### config.mk
export PLATFORM = sky130hd
export DESIGN_NAME = if_id_queue
export DESIGN_NICKNAME = d
export VERILOG_FILES = /design/src/rtl/if_id_queue.sv
export SDC_FILE = /design/constraint.sdc
export NUM_CORES = 1
export LEC_CHECK = 0
export BUFFER_PORTS_ARGS = -buffer_cell sky130_fd_sc_hd__buf_2
export CORE_ASPECT_RATIO = 0.75
export CORE_MARGIN = 2
export CORE_UTILIZATION = 45
export CTS_CLUSTER_DIAMETER = 30
export DETAILED_ROUTE_END_ITERATION = 7
export SYNTH_ARGS = -nofsm -noshare
export SYNTH_HDL_FRONTEND = slang
export SYNTH_SLANG_ARGS = --single-unit
### constraint.sdc
create_clock -name clk_in -period 8.57 [get_ports clk_in]
set_clock_uncertainty 0.15 [all_clocks]
set_input_delay 1.714 -clock clk_in [delete_from_list [all_inputs] [get_ports clk_in]]
set_output_delay 1.714 -clock clk_in [all_outputs]
set_load 0.005 [all_outputs]
### src/rtl/if_id_queue.sv
// IF/ID instruction buffer: DEPTH-entry circular FIFO of {pc, inst} with valid/ready on both sides.
// Define IF_ID_QUEUE_BYPASS_EN to forward IF straight to ID when the buffer is empty.
module if_id_queue #(
    parameter int ADDR_W = 32,
    parameter int INST_W = 32,
    parameter int DEPTH  = 4
) (
    input  logic                     clk_in,
    input  logic                     rst_in,
    input  logic                     rdy_in,
    input  logic                     flush_in,
    input  logic                     if_valid_in,
    input  logic [ADDR_W-1:0]        if_pc,
    input  logic [INST_W-1:0]        if_inst,
    output logic                     if_ready_out,
    output logic                     id_valid_out,
    input  logic                     id_ready_in,
    output logic [ADDR_W-1:0]        id_pc,
    output logic [INST_W-1:0]        id_inst,
    output logic [$clog2(DEPTH):0]   count_out
);

    localparam int PTR_W = $clog2(DEPTH);
    localparam int CNT_W = PTR_W + 1;

    logic [ADDR_W-1:0] pc_mem   [DEPTH];
    logic [INST_W-1:0] inst_mem [DEPTH];
    logic [PTR_W-1:0]  wr_ptr;
    logic [PTR_W-1:0]  rd_ptr;
    logic [CNT_W-1:0]  count;

    logic q_empty;
    logic q_full;
    logic active;
    logic bypass_hit;
    logic wr_en;
    logic rd_en;
    logic [ADDR_W-1:0] head_pc;
    logic [INST_W-1:0] head_inst;

    assign q_empty = (count == '0);
    assign q_full  = (count == CNT_W'(DEPTH));
    assign active  = rdy_in & ~flush_in;

`ifdef IF_ID_QUEUE_BYPASS_EN
    // Empty buffer with IF offering: present the IF word to ID in the same cycle.
    assign bypass_hit = q_empty & if_valid_in;
    assign head_pc    = bypass_hit ? if_pc   : pc_mem[rd_ptr];
    assign head_inst  = bypass_hit ? if_inst : inst_mem[rd_ptr];
`else
    assign bypass_hit = 1'b0;
    assign head_pc    = pc_mem[rd_ptr];
    assign head_inst  = inst_mem[rd_ptr];
`endif

    assign if_ready_out = active & ~q_full;
    assign id_valid_out = active & (~q_empty | bypass_hit);

    // A bypassed word consumed by ID is never written; storage is only read when it holds something.
    assign wr_en = if_valid_in & if_ready_out & ~(bypass_hit & id_ready_in);
    assign rd_en = id_valid_out & id_ready_in & ~q_empty;

    assign id_pc     = id_valid_out ? head_pc   : '0;
    assign id_inst   = id_valid_out ? head_inst : '0;
    assign count_out = count;

    always_ff @(posedge clk_in or posedge rst_in) begin
        if (rst_in) begin
            wr_ptr <= '0;
            rd_ptr <= '0;
            count  <= '0;
        end else if (rdy_in) begin
            if (flush_in) begin
                wr_ptr <= '0;
                rd_ptr <= '0;
                count  <= '0;
            end else begin
                // NOTE: non-blocking assignments keep every pointer reading its pre-edge value.
                if (wr_en) wr_ptr <= wr_ptr + 1'b1;
                if (rd_en) rd_ptr <= rd_ptr + 1'b1;
                count <= count + CNT_W'(wr_en) - CNT_W'(rd_en);
            end
        end
    end

    // NOTE: storage has no reset; entries are only ever read behind a valid count, so the
    // array maps onto plain RAM/flops without a reset network.
    always_ff @(posedge clk_in) begin
        if (wr_en) begin
            pc_mem[wr_ptr]   <= if_pc;
            inst_mem[wr_ptr] <= if_inst;
        end
    end

endmodule

==> impl_metrics.csv <==
group,metric,value,unit
global_routing,grt_pass1_wl,29.9,mm
finish,area_growth,22.9,%
placement,gp_congestion,0.750,
power,power.density,311,nW/µm²
die,rows,47,
setup_path,crit_top_cell,"buf_2",
die,fp.dieW,179,µm
clocking,cts.repair.resized,0,
clocking,ctsLongestPathBuffers,3,
power,cell_internal_pwr,3000,µW
synth,synth_seq_cells,263,
sta,setup_viol_count_final,0,
sta,period_share,0.619,
synth,yosys.area_share.simple,0.0577,
setup_path,cp_cell_sequence,"buf_2, and2b_1, o31ai_4, buf_4, nor2b_1, buf_2",
global_routing,grt_pass1_vias,5469,
synth,syn_nets,542,
synth,synth_compound_gate_area_share,0.00934,
sta,tightest_slew,1.04,ns
power,p_switching,939,µW
setup_path,arrival,3.44,ns
routing,wl_per_cell,20.1,µm
synth,syn_area_per_cell,22.2,µm²
setup_path,max_stage_delay,0.70,ns
synth,yosysWarnings,0,
power,clock_power_share,0.423,
synth,yosys.area_share.adder,0.00922,
setup_path,critical_path_class,"input port to output pin",
run_status,outcome,"complete, no violations",
power,combPwrFrac,0.183,
synth,synth.distinct_cells,33,
min_path,min_path_type,"register to register",
routing,finalWirelength,19.1,mm
global_routing,grt_overflow_total,0,
finish,drive_above_1_share,0.444,
synth,muxShareOfSynthArea,0.141,
global_routing,antenna_found_initial,4,
die,floorplan.initialDensity,0.463,
routing,first_pass_iters,4,
sta,rsz0062_at_grt,"false",
clocking,cts_sinks,263,
routing,drtIter0Drc,311,
die,dieArea,24200,µm²
clocking,holdBufCountCts,0,
die,coreArea,22300,µm²
power,seqPwrFrac,0.394,
global_routing,grt_max_degree,65,
setup_path,start_kind,"input port",
clocking,cts_buffers,40,
power,leakagePower,0.00442,µW
clocking,clk_latency,0.51,ns
power,vdd_ir_drop_max,0.000134,V
sta,fmax,189,MHz
clocking,htree_levels,2,
synth,synth_top_family_by_area,"multiplexers",
synth,yosys.area_share.xor_xnor,0.000849,
finish,final_nets,702,
routing,vias,4997,
clocking,cts.clk_slew.worst_paths,0.04,ns
clocking,cts_root_buf,"clkbuf_16",
power,switching_share,0.239,
sta,drv_slew,0,
placement,dp_hpwl,10.6,mm
routing,viasPerCell,5.24,
placement,portBuffers,138,
routing,ant_nets,0,
flow_run,drv_cap,0,
setup_path,crit_path_max_fanout,55,
sta,tns,0,ns
synth,synth_cells,465,
sta,finalCriticalPeriod,5.30,ns
die,io_pins,139,
clocking,cts_tree,"done",
routing,drc,0,
sta,slew_headroom,0.303,
die,fp.dieH,135,µm
finish,fin_util,0.569,
synth,synthesis.area,10300,µm²
clocking,cts_setup_buffers,0,
setup_path,slowest_stage,"buf_4",
setup_path,crit_path_end_kind,"output pin",
global_routing,grt_usage,0.164,
sta,final_hold_viol_count,0,
setup_path,crit_required,6.71,ns
synth,yosysSeqAreaShare,0.762,
area by class of cell:
| cell class | count | area, µm² |
|---|---|---|
| antenna | 3 | 7.51 |
| clock buffer | 47 | 1070 |
| clock inverter | 27 | 340 |
| fill | 1712 | 9610 |
| inverter | 11 | 41.3 |
| multi-input combinational | 168 | 2270 |
| sequential | 263 | 7870 |
| tap | 294 | 368 |
| timing repair buffer | 141 | 713 |
layout by cell type (no fill, tap or decap), types with 3 or more instances in the layout:
cell type / n
clkinv_1: 4
dfrtp_1: 5
ha_1: 6
clkbuf_16: 41
clkinv_2: 5
edfxtp_1: 256
inv_1: 9
nor2b_4: 10
and2_4: 4
clkbuf_1: 4
buf_4: 3
bufinv_16: 7
buf_2: 138
clkinvlp_4: 5
nand2b_1: 3
inv_6: 5
diode_2: 3
nor2b_1: 56
mux4_2: 64
flip-flops by register name (all words and copies together), names as in the netlist:
name	count
inst_mem	128
rd_ptr	2
pc_mem	128
wr_ptr	2
count_out	3
power by group through the flow:
stage | registers [µW] | logic (µW) | clock network [µW]
after floorplan | 1530 | 611 | 0
after global placement | 1570 | 737 | 0
after detailed placement | 1580 | 735 | 0
after CTS | 1550 | 739 | 1700
after global routing | 1560 | 783 | 1750
final | 1550 | 720 | 1670
critical path, delay by kind of cell:
kind                   cells  cell delay [ns]
buffers and inverters      3             1.02
AND/OR/NAND/NOR            2             0.43
AO/OA/AOI/OAI              1             0.16
path summary, 6_finish.rpt:
kind | startpoint | to | slack (ns) | cells past startpoint
max | flush_in | id_pc[24] | 3.27 | 6
min | wr_ptr[0]$_DFFE_PP0P_ | wr_ptr[0]$_DFFE_PP0P_ | 0.44 | 2
max reg2reg | count_out[1]$_DFFE_PP0P_ | count_out[2]$_DFFE_PP0P_ | 5.59 | 11
min reg2reg | wr_ptr[0]$_DFFE_PP0P_ | wr_ptr[0]$_DFFE_PP0P_ | 0.44 | 2
max in group asynchronous | rst_in | rd_ptr[0]$_DFFE_PP0P_ | 6.99 | 2
min in group asynchronous | rst_in | rd_ptr[0]$_DFFE_PP0P_ | 1.01 | 2
per-layer routing:
metal	routed length, µm	up-vias	GRT usage
met5	27	-	0
met4	302	4	0.0488
met3	1420	39	0.0497
met2	9010	154	0.261
met1	8380	2577	0.222
li1	-	2223	-
cell families after synthesis:
family | after synthesis
multiplexers | 65
XOR/XNOR | 1
AO/OA/AOI/OAI | 11
adder cells (fa/ha/maj) | 7
AND/OR/NAND/NOR | 84
flip-flops | 263
buffers and inverters | 34
stage by stage:
step	total power [µW]	setup slack (ns)	hold WS, ns	area, µm²	instances
after floorplan	2140	4.08	0.379	10300	465
after global placement	2310	3.32	0.413	11300	877
after detailed placement	2310	3.26	0.424	11300	877
after CTS	3990	3.27	0.435	12700	951
after global routing	4100	3.15	0.495	12700	951
final	3940	3.27	0.437	12700	954
synth_stat cells:
library cell	number	area, µm²
a31oi_1	1	6.26
and2_1	6	37.5
and2b_1	1	7.51
and3_1	1	6.26
buf_1	2	7.51
buf_12	1	20.0
buf_2	10	50.1
buf_4	4	30.0
buf_6	2	22.5
buf_8	2	30.0
clkbuf_1	2	7.51
dfrtp_1	7	175
edfxtp_1	256	7690
fa_1	1	20.0
ha_1	6	75.1
inv_1	9	33.8
inv_2	2	7.51
mux2i_1	1	10.0
mux4_2	64	1440
nand2_1	2	7.51
nand2b_1	3	18.8
nand3_1	1	5.00
nand4_1	2	12.5
nor2_1	1	3.75
nor2b_1	56	350
nor2b_4	10	138
o21ai_1	1	5.00
o22ai_1	2	12.5
o311ai_1	2	17.5
o311ai_2	2	32.5
o31ai_1	3	22.5
or3b_1	1	8.76
xor2_1	1	8.76
Note: power is estimated with default switching activity, not from simulation.
